**src/rtl/lif_pkg.sv**
```systemverilog
// Shared types and defaults for the time-multiplexed leaky integrate-and-fire scheduler.
package lif_pkg;

  localparam int DATA_W = 8;
  localparam int REFR_W = 4;

  localparam logic [DATA_W-1:0] DEF_THRESHOLD = 8'd200;
  localparam int                DEF_REFRACT   = 2;

  typedef enum logic [1:0] {
    ST_IDLE   = 2'd0,
    ST_UPDATE = 2'd1,
    ST_DONE   = 2'd2
  } lif_state_e;

endpackage

```
**src/rtl/lif_update.sv**
```systemverilog
// Single-neuron LIF update: refractory hold, leak by halving, saturating integrate, fire.
module lif_update
  import lif_pkg::*;
#(
  parameter logic [DATA_W-1:0] THRESHOLD = DEF_THRESHOLD,
  parameter int                REFRACT   = DEF_REFRACT
) (
  input  logic [DATA_W-1:0] i_current,
  input  logic [DATA_W-1:0] i_state,
  input  logic [REFR_W-1:0] i_refr,
  output logic [DATA_W-1:0] o_state,
  output logic [REFR_W-1:0] o_refr,
  output logic              o_spike
);

  logic [DATA_W:0]   w_sum;
  logic [DATA_W-1:0] w_sat;

  assign w_sum = {1'b0, i_current} + {2'b0, i_state[DATA_W-1:1]};
  assign w_sat = w_sum[DATA_W] ? {DATA_W{1'b1}} : w_sum[DATA_W-1:0];

  // NOTE: every output gets a default before the branches so no latch is inferred.
  always_comb begin
    o_state = '0;
    o_refr  = '0;
    o_spike = 1'b0;
    if (i_refr != '0) begin
      o_refr = i_refr - 1'b1;
    end else if (w_sat >= THRESHOLD) begin
      o_spike = 1'b1;
      o_refr  = REFR_W'(REFRACT);
    end else begin
      o_state = w_sat;
    end
  end

endmodule

```
**src/rtl/lif_scheduler.sv**
```systemverilog
// Timestep scheduler sweeping N_NEURONS virtual neurons through one lif_update datapath.
// Define LIF_SCHED_AUTORUN_EN to start a new timestep every time the FSM returns to idle.
module lif_scheduler
  import lif_pkg::*;
#(
  parameter int                N_NEURONS = 4,
  parameter logic [DATA_W-1:0] THRESHOLD = DEF_THRESHOLD,
  parameter int                REFRACT   = DEF_REFRACT,
  localparam int               AW        = $clog2(N_NEURONS)
) (
  input  logic                 clk,
  input  logic                 rst,
  input  logic                 cur_wr_en,
  input  logic [AW-1:0]        cur_wr_addr,
  input  logic [DATA_W-1:0]    cur_wr_data,
  input  logic                 run,
  output logic                 busy,
  output logic                 step_done,
  output logic [N_NEURONS-1:0] spike_vec,
  input  logic [AW-1:0]        state_sel,
  output logic [DATA_W-1:0]    state_out
);

  lif_state_e r_fsm, w_fsm_nxt;

  logic [AW-1:0]        r_idx;
  logic [DATA_W-1:0]    r_cur  [N_NEURONS];
  logic [DATA_W-1:0]    r_mem  [N_NEURONS];
  logic [REFR_W-1:0]    r_refr [N_NEURONS];
  logic [N_NEURONS-1:0] r_shadow;
  logic [N_NEURONS-1:0] r_spike_vec;

  logic              w_run_req, w_start, w_last, w_spike;
  logic [DATA_W-1:0] w_mem_nxt;
  logic [REFR_W-1:0] w_refr_nxt;

`ifdef LIF_SCHED_AUTORUN_EN
  assign w_run_req = 1'b1;
`else
  assign w_run_req = run;
`endif

  assign w_last = (r_idx == AW'(N_NEURONS - 1));

  // NOTE: state registers use non-blocking assignments so all flops update from pre-edge values.
  always_ff @(posedge clk or posedge rst) begin
    if (rst) r_fsm <= ST_IDLE;
    else     r_fsm <= w_fsm_nxt;
  end

  always_comb begin
    w_fsm_nxt = r_fsm;
    w_start   = 1'b0;
    busy      = 1'b0;
    step_done = 1'b0;
    case (r_fsm)
      ST_IDLE: begin
        if (w_run_req) begin
          w_fsm_nxt = ST_UPDATE;
          w_start   = 1'b1;
        end
      end
      ST_UPDATE: begin
        busy = 1'b1;
        if (w_last) w_fsm_nxt = ST_DONE;
      end
      ST_DONE: begin
        busy      = 1'b1;
        step_done = 1'b1;
        w_fsm_nxt = ST_IDLE;
      end
      default: w_fsm_nxt = ST_IDLE;
    endcase
  end

  lif_update #(
    .THRESHOLD (THRESHOLD),
    .REFRACT   (REFRACT)
  ) u_update (
    .i_current (r_cur[r_idx]),
    .i_state   (r_mem[r_idx]),
    .i_refr    (r_refr[r_idx]),
    .o_state   (w_mem_nxt),
    .o_refr    (w_refr_nxt),
    .o_spike   (w_spike)
  );

  // NOTE: the small per-neuron arrays are flops, so reset clears them; a RAM could not be reset this way.
  always_ff @(posedge clk or posedge rst) begin
    if (rst) begin
      r_idx       <= '0;
      r_shadow    <= '0;
      r_spike_vec <= '0;
      for (int i = 0; i < N_NEURONS; i++) begin
        r_cur[i]  <= '0;
        r_mem[i]  <= '0;
        r_refr[i] <= '0;
      end
    end else begin
      if (cur_wr_en && (int'(cur_wr_addr) < N_NEURONS)) r_cur[cur_wr_addr] <= cur_wr_data;
      if (w_start) r_shadow <= '0;
      if (r_fsm == ST_UPDATE) begin
        r_mem[r_idx]    <= w_mem_nxt;
        r_refr[r_idx]   <= w_refr_nxt;
        r_shadow[r_idx] <= w_spike;
        r_idx           <= w_last ? '0 : r_idx + 1'b1;
      end
      if (r_fsm == ST_DONE) r_spike_vec <= r_shadow;
    end
  end

  assign spike_vec = r_spike_vec;
  assign state_out = (int'(state_sel) < N_NEURONS) ? r_mem[state_sel] : '0;

endmodule

```
**config.mk**
```make
export PLATFORM = sky130hd
export DESIGN_NAME = lif_scheduler
export DESIGN_NICKNAME = d
export VERILOG_FILES = /design/src/rtl/lif_pkg.sv /design/src/rtl/lif_update.sv /design/src/rtl/lif_scheduler.sv
export SDC_FILE = /design/constraint.sdc
export NUM_CORES = 1
export LEC_CHECK = 0
export CORE_MARGIN = 2
export CORE_UTILIZATION = 49
export DETAILED_ROUTE_END_ITERATION = 10
export DONT_BUFFER_PORTS = 1
export PLACE_DENSITY = 0.62
export SKIP_CTS_REPAIR_TIMING = 1
export SLEW_MARGIN = 20
export SYNTH_ARGS = -nofsm -noshare
export SYNTH_HDL_FRONTEND = slang
export SYNTH_SLANG_ARGS = --single-unit
```
**constraint.sdc**
```tcl
create_clock -name clk -period 6.22 [get_ports clk]
set_clock_uncertainty 0.15 [all_clocks]
set_input_delay 0.933 -clock clk [delete_from_list [all_inputs] [get_ports clk]]
set_output_delay 0.933 -clock clk [all_outputs]
set_load 0.05 [all_outputs]
```
# Yosys cells after proc, flatten, opt, wreduce, memory -nomap -nowiden
# Index checks and enable logic that the tools add are counted.
# op_classes
multipliers	0
add_sub_neg	3
n_eq_ne	5
muxes	41
div	0
bitwise	3
shifts	0
order_cmp	8
n_reduce_logical	7
# ops
op	count
$mux 8	11
$bwmux 32	2
$bmux 8 s2	3
$demux 8 s2	2
$mux 4	6
$bwmux 16	1
$add 8x7->9	1
$ge 3x3->1 const B	3
$not 2->3	3
$bmux 4 s2	1
$demux 4 s2	1
$ge 8x8->1 const B	1
$mux 2	4
$mux 1	7
$lt 3x1->1 const B	2
$bwmux 4	1
$eq 2x2->1 const B	2
$ne 2x2->1 const B	2
$pmux 2 s2	1
$reduce_bool 4->1	1
$sub 4x1->4 const B	1
$logic_and 1x1->1	3
$lt 2x3->1 const B	1
$add 2x1->2 const B	1
other kinds (6)	6
# totals
out_inout_bits	14
elab_cells	83
in_bits	16
ram_bits	0
latch_bits	0
ff_bits	92
romBits	0
memories	0

# Logic depth before layout (Yosys ltp)
# Gate-level depths: netlist (run 1).
# depth
ltp_word	11
depth_mapped	12
depth_no_buf	9

# Modules after synthesis
# A second synthesis (run 1) with hierarchy kept.
# hier_totals
hier_cells	352
area_unflattened_um2	4992.3
# by_module_without_submodules
mod	area_per_inst_um2	cells_each	seq_area_each_um2	instances
lif_scheduler	4265.3	258	2302.2	1
lif_update	726.9	94	0.0	1

# Worst setup path before layout (run 1)
# OpenSTA, ideal clock, no wires.
# synth_timing
path_type	flip-flop to flip-flop
startpoint	register r_idx[0]
endpoint	register r_mem[14] in the netlist's numbering
n_path_buf	3
arrival_time_ns	3.605
period_less_slack_ns	3.876
required_ns	5.948
slack_ns	2.344
setup_ns	0.122
stages_incl_launch_ff	12
cell_sequence	dfrtp_1 buf_6 buf_1 mux4_2 ha_1 a211o_1 a31oi_1 mux2i_2 o31ai_2 nand2b_4 buf_6 a32o_1
# synth_between
elab_chain_len	10
word_cells_on_any_way	22
classes_between	add/sub: 1; order compare: 3; mux: 15; bitwise: 1; reduce/logical: 2
# synth_lines
item	line	source
from (decl)	lif_scheduler.sv:26	logic [AW-1:0] r_idx;
from (signal assigned)	lif_scheduler.sv:106	r_idx <= w_last ? '0 : r_idx + 1'b1;
$not 2->3 (not written as such) (*)	n/a	
$bmux 8 s2 (on tied branches)	lif_scheduler.sv:80, lif_scheduler.sv:81	
$mux 8 (on tied branches) (2 in series)	lif_scheduler.sv:80, lif_scheduler.sv:81	
$add 8x7->9	lif_update.sv:19	assign w_sum = {1'b0, i_current} + {2'b0, i_state[DATA_W-1:1]};
$mux 8	lif_update.sv:20	assign w_sat = w_sum[DATA_W] ? {DATA_W{1'b1}} : w_sum[DATA_W-1:0];
$ge 8x8->1	lif_update.sv:29	end else if (w_sat >= THRESHOLD) begin
$mux 8	lif_update.sv:29	
$mux 8	lif_update.sv:27	if (i_refr != '0) begin
$bwmux 32 (*)	lif_scheduler.sv:103	r_mem[r_idx] <= w_mem_nxt;
to (signal, indexed assignment)	lif_scheduler.sv:103	
to (decl)	lif_scheduler.sv:28	logic [DATA_W-1:0] r_mem [N_NEURONS];
# Every way passes the cells marked *; elsewhere a longest branch is shown, timed or not. The select of a mux whose other input is x is not followed.
# A chain may end at the register's enable or synchronous reset.

# Worst setup path in the final report (run 1)
# layout_timing
startpoint	register r_idx[0]
endpoint	register r_mem[30] in the netlist's numbering
# The elaborated chain is that of the path after synthesis.

==> qor.yml, run 1 <==
place:
  placedCellCount: 470
  portBuffers: 0
  dp_hpwl_mm: 6.54
  placed_cell_area_sq_um: 4820
  gp_congestion: 0.893
route:
  vias: 2998
  drt_wl_total_mm: 9.58
  vias_per_cell: 6.21
  drt.antenna.violating_nets: 0
  drc: 0
  wl_per_cell_microns: 19.8
  drtIter0Drc: 207
  dr.pass1.iters: 4
setup_path:
  reg2reg_from: "r_idx[0]$_DFFE_PP0P_"
  worst_setup_path_end_kind: "flip-flop"
  required_ns: 6.31
  critPathLaunchType: "flip-flop"
  r2r_cells: 9
  crit_arrival_ns: 4.33
  r2r_slack_ns: 1.98
  path_max_fanout: 32
  r2r-end: "r_mem[30]$_DFFE_PP0P_"
  critPathKind: "flip-flop to flip-flop"
layout:
  fill_cells: 808
  drive_above_1_share: 0.266
  n_antenna_cell: 0
  area_delta_synth_final_pct: 5.08
  fin_nets: 386
  finish.instance_area_sq_um: 5000
  final_cells: 483
yosys:
  synthArstFlopShare: 1.00
  yosys_most_used_dff: "dfrtp_1"
  yosysUniqueCellTypes: 41
  yosysSeqAreaShare: 0.484
  synth_warnings: 0
  netlist_instances: 358
  syn_avg_cell_area_sq_um: 13.3
  synth_edf_count: 0
  synth_area_sq_um: 4760
  ys_ff_latch: 92
  synth_nets: 392
timing:
  max-slew-margin-rel: 0.460
  timing.final.crit_share: 0.681
  hold_viol: 0
  maxSlewViolCount: 0
  tightest_slew_ns: 0.809
  finalSetupTns_ns: 0
  setup_violations: 0
  timing.fmax_mhz: 236
  period_minus_slack_ns: 4.24
  rsz0062_at_grt: "false"
clock_tree:
  clk_pin_slew_ns: 0.08
  clock_latency_ns: 0.36
  cts_htree_levels: 3
  clockBufferDepth: 2
  cts_root_buf: "clkbuf_8"
  numCtsBuffers: 9
  clkSinkCount: 92
  cts_tree: "built"
pwr:
  power.density_nw_per_um2: 566
  total_leakage_power_nw: 2.18
  vdd.ir_drop.worst_uv: 289
floorplanning:
  die_area_sq_um: 10500
  coreArea_sq_um: 9330
  die-width_microns: 103
  start_util: 0.510
  std_cell_rows: 35
  die_height_microns: 103
  ios: 30
grt:
  globalRouteTotalUtil: 0.205
  grt_overflow_total: 0
  antenna_found_initial: 0
  grt_pass1_wl_mm: 16.1
  grt_pass1_vias: 3019
  grt_max_degree: 67
outcome:
  status: "finished, final reports clean"
run:
  drv_cap: 0
worst_hold_path:
  min_path_type: "input pin to asynchronous set/reset pin"
## cell usage after synthesis, types with 6 or more instances
| cell type | n | area share |
|---|---|---|
| dfrtp_1 | 92 | 0.48 |
| mux2_2 | 44 | 0.10 |
| mux4_2 | 27 | 0.13 |
| a32o_1 | 24 | 0.051 |
| nand2_1 | 24 | 0.019 |
| ha_1 | 17 | 0.045 |
| a21oi_1 | 13 | 0.014 |
| inv_1 | 13 | 0.010 |
| o21ai_0 | 10 | 0.011 |
| clkbuf_1 | 9 | 0.0071 |
| o21ai_1 | 8 | 0.0084 |
| o31ai_1 | 8 | 0.013 |
| nand3_1 | 7 | 0.0074 |
| nor2_1 | 7 | 0.0055 |
| and3_1 | 6 | 0.0079 |
## power by group
part           internal, mW  leakage (nW)  switching, mW
combinational         0.615         0.906          0.885
clock                 0.189        0.0939          0.200
sequential            0.772          1.18          0.167
## layer usage
metal / vias to the layer above / track usage / share of wire
met2: 65 / 0.298 / 0.46
li1: 1354 / - / -
met1: 1567 / 0.304 / 0.47
met5: - / 0 / 0
met4: 0 / 0.0769 / 0.017
met3: 12 / 0.0468 / 0.053
## stage by stage
step	setup slack, ns	total power [mW]	hold slack (ns)	utilization
final	1.98	2.83	0.303	0.536
after detailed placement	1.96	2.45	0.311	0.517
after floorplan	2.34	2.21	0.293	-
after global routing	1.75	3.05	0.325	0.536
after global placement	2.06	2.41	0.305	0.517
after CTS	1.95	2.84	0.312	0.536
## flip-flops by register name, summed over array words and instances (netlist names)
signal     cells
r_cur         32
r_fsm          2
r_idx          2
r_mem         32
r_refr        16
r_shadow       4
spike_vec      4
## critical path: stages (launching register included)
cell and delay (ns):
dfrtp_1 0.83, buf_4 0.37, mux4_2 0.53, ha_1 0.37, a211o_1 0.37, a31oi_1 0.25, mux2i_2 0.44, o31ai_2 0.15
nand2b_4 0.33, a32o_1 0.33
## worst max path at each step
| stage | startpoint | endpoint | cells after the start |
|---|---|---|---|
| after floorplan | r_idx[0]$_DFFE_PP0P_ | r_mem[14]$_DFFE_PP0P_ | 11 |
| after global routing | r_idx[0]$_DFFE_PP0P_ | r_mem[14]$_DFFE_PP0P_ | 9 |
| after CTS | r_idx[0]$_DFFE_PP0P_ | r_mem[30]$_DFFE_PP0P_ | 9 |
| final | r_idx[0]$_DFFE_PP0P_ | r_mem[30]$_DFFE_PP0P_ | 9 |
| after detailed placement | r_idx[0]$_DFFE_PP0P_ | r_mem[22]$_DFFE_PP0P_ | 9 |
| after global placement | r_idx[0]$_DFFE_PP0P_ | r_mem[22]$_DFFE_PP0P_ | 9 |
## cells in the final DEF (no fill, tap or decap), types with 2 or more instances in the layout
| master | instances |
|---|---|
| a21o_1 | 5 |
| a21oi_1 | 13 |
| a22o_1 | 2 |
| a32o_1 | 24 |
| and3_1 | 6 |
| buf_4 | 3 |
| clkbuf_8 | 10 |
| clkinv_2 | 3 |
| dfrtp_1 | 92 |
| ha_1 | 17 |
| inv_1 | 12 |
| mux2_2 | 44 |
| mux4_2 | 27 |
| nand2_1 | 24 |
| nand2b_1 | 3 |
| nand3_1 | 7 |
| nand3b_1 | 2 |
| nor2_1 | 7 |
| nor3_1 | 5 |
| o21a_1 | 2 |
| o21ai_0 | 10 |
| o21ai_1 | 8 |
| o31ai_1 | 8 |
| xnor2_1 | 4 |
## kinds of logic after synthesis
family                     Yosys count  share of synthesized area
AOI/OAI and AO/OA                   76                      0.118
xor gates and xnor gates             5                    0.00921
adders and majority gates           18                     0.0489
buffers and inverters               33                     0.0358
DFF                                 92                      0.484
muxes                               72                      0.235
and+or+nand+nor                     62                     0.0689
## layout make-up
class / count / area [sq um] / share of cell area
clock inverters: 3 / 40.0 / 0.00801
clock buffers: 10 / 138 / 0.0275
inverters: 13 / 50.0 / 0.0100
well taps: 129 / 161 / 0.0323
repair buffers: 3 / 22.5 / 0.00451
flip-flops and latches: 92 / 2300 / 0.461
multi-input cells: 233 / 2280 / 0.457
(Power assumes the default switching activity.)
==> run 2, diff against run 1 <==
==> constraint.sdc (replaced) <==
create_clock -name clk -period 4.36 [get_ports clk]
set_clock_uncertainty 0.15 [all_clocks]
set_input_delay 0.654 -clock clk [delete_from_list [all_inputs] [get_ports clk]]
set_output_delay 0.654 -clock clk [all_outputs]
set_load 0.05 [all_outputs]
==> qor.yml, run 2 (synthesis gave the netlist of run 1 again) <==
floorplanning:
  start_util: 0.510  # unchanged
  die_area_sq_um: 10500  # unchanged
  coreArea_sq_um: 9330  # unchanged
  ios: 30  # unchanged
  std_cell_rows: 35  # unchanged
  die_height_microns: 103  # unchanged
  die-width_microns: 103  # unchanged
clock_tree:
  cts_tree: "built"
  cts_htree_levels: 3  # unchanged
  cts_root_buf: "clkbuf_8"
  clock_latency_ns: 0.36  # about the same
  clk_pin_slew_ns: 0.09  # about the same
  clockBufferDepth: 2  # unchanged
  clkSinkCount: 92  # unchanged
  numCtsBuffers: 9  # unchanged
layout:
  n_antenna_cell: 0  # unchanged
  final_cells: 488  # +1.0%
  drive_above_1_share: 0.276  # +0.0102
  largest_registers: "r_cur: 32 flops, r_mem: 32 flops, r_refr: 16 flops"
  final_common_cell: "dfrtp_1"
  area_delta_synth_final_pct: 6.10
  layout_common_cells: "dfrtp_1, mux2_2, mux4_2, nand2_1, a32o_1"
  fin_nets: 388  # +0.52%
timing:
  tightest_slew_ns: 0.767  # -0.0419 ns
  finalSetupTns_ns: 0  # unchanged
  rsz0062_at_grt: "false"
  timing.fmax_mhz: 258  # +9.1%
  setup_violations: 0  # unchanged
  max-slew-margin-rel: 0.486  # +0.0257
  maxSlewViolCount: 0  # unchanged
  hold_viol: 0  # unchanged
  worst_slack_ns: 0.477  # -1.51 ns
  timing.final.crit_share: 0.891  # +0.209
  period_minus_slack_ns: 3.88  # -0.354 ns
place:
  gp_congestion: 0.857  # -4.0%
  placedCellCount: 472  # +0.43%
  portBuffers: 0  # unchanged
  pre_cts_ws_ns: 0.468  # -1.49 ns
  dp_hpwl_mm: 6.71  # +2.7%
worst_hold_path:
  min_path_type: "input pin to asynchronous set/reset pin"
setup_path:
  crit_arrival_ns: 3.98  # -0.35 ns
  worst_setup_path_end_kind: "flip-flop"
  critPathLaunchType: "flip-flop"
  path_max_fanout: 32  # unchanged
  critPathKind: "flip-flop to flip-flop"
  required_ns: 4.45  # -1.86 ns
route:
  vias: 2992  # -0.20%
  wl_per_cell_microns: 20.1  # +1.4%
  vias_per_cell: 6.13  # -1.2%
  drt_wl_total_mm: 9.82  # +2.4%
  drt.antenna.violating_nets: 0  # unchanged
  drc: 0  # unchanged
  drtIter0Drc: 185  # -11%
  dr.pass1.iters: 4  # unchanged
pwr:
  vdd.ir_drop.worst_uv: 421  # +46%
  swShare: 0.442  # -0.00104
  seqPwrFrac: 0.317  # -0.015
  pwr-share-comb: 0.535  # +0.005
  internal-power_mw: 2.30  # +46%
  power_mw: 4.11  # +45%
  power.density_nw_per_um2: 815  # +44%
  total_leakage_power_nw: 2.20  # +1.0%
  clockPowerShare: 0.148  # +0.010
  switchingPower_mw: 1.82  # +45%
grt:
  gr-usage-met1: 0.311  # +0.00699
  globalRouteTotalUtil: 0.203  # -0.00167
  grt_pass1_vias: 3101  # +2.7%
  grt_max_degree: 56  # -16%
  grt_overflow_total: 0  # unchanged
  use_met3: 0.0420  # -0.00475
  use_met2: 0.293  # -0.00452
  top_usage_layer: "met1"
  grt_pass1_wl_mm: 16.1  # unchanged
  antenna_found_initial: 0  # unchanged
run:
  drv_cap: 0  # unchanged
outcome:
  status: "finished, final reports clean"
## run 2: cell count changes in the layout (fill, tap and decap cells not counted), sizes merged
cell,delta
buf,+2
clkinvlp,+1
clkbuf,+1
clkinv,+1
## run 2: routing by layer
layer / vias up / wire length [microns]
met1: 1554 / 4580
met4: 0 / 123
met3: 9 / 597
li1: 1359 / -
met2: 70 / 4520
met5: - / 0
## run 2: layout make-up
cell class / count / area, sq um
Sequential cell: 92 / 2300
Fill cell: 810 / 4280
Multi-Input combinational cell: 233 / 2280
Tap cell: 129 / 161
Timing Repair Buffer: 5 / 37.5
Inverter: 13 / 50.0
Clock buffer: 11 / 151
Clock inverter: 5 / 60.1
## run 2: final timing paths
kind                            cells past startpoint                    end  slack, ns                  start
min in group clk                                    1   r_cur[0]$_DFFE_PP0P_       0.29         cur_wr_data[0]
worst min-delay path                                1   r_cur[3]$_DFFE_PP0P_       0.09                    rst
worst max-delay path                                9  r_mem[22]$_DFFE_PP0P_       0.48   r_idx[0]$_DFFE_PP0P_
worst min register to register                      2  r_refr[7]$_DFFE_PP0P_       0.33  r_refr[7]$_DFFE_PP0P_
worst max register to register                      9  r_mem[22]$_DFFE_PP0P_       0.48   r_idx[0]$_DFFE_PP0P_
max in group asynchronous                           2  r_refr[5]$_DFFE_PP0P_       2.84                    rst
## run 2: critical path, cell delays in order, from the launching register on
cell and delay (ns):
dfrtp_1 0.53, buf_4 0.34, mux4_2 0.54, ha_1 0.38, a211o_1 0.37, a31oi_1 0.25
mux2i_2 0.42, o31ai_2 0.13, nand2b_4 0.32, a32o_1 0.33
## run 2: metrics by stage
| step | utilization | instance area (sq um) | hold slack [ns] |
|---|---|---|---|
| floorplan | - | 4760 | 0.293 |
| global placement | 0.518 | 4830 | 0.305 |
| detailed placement | 0.518 | 4830 | 0.312 |
| CTS | 0.541 | 5050 | 0.107 |
| global route | 0.541 | 5050 | 0.133 |
| finish | 0.541 | 5050 | 0.0945 |
## run 2: power groups by stage
stage / combinational [mW] / sequential [mW] / clock [mW]
2_1_floorplan: 1.89 / 1.26 / 0
3_3_place_gp: 2.15 / 1.31 / 0
3_5_place_dp: 2.20 / 1.32 / 0
4_1_cts: 2.21 / 1.31 / 0.621
5_1_grt: 2.44 / 1.34 / 0.660
6_report: 2.20 / 1.30 / 0.607
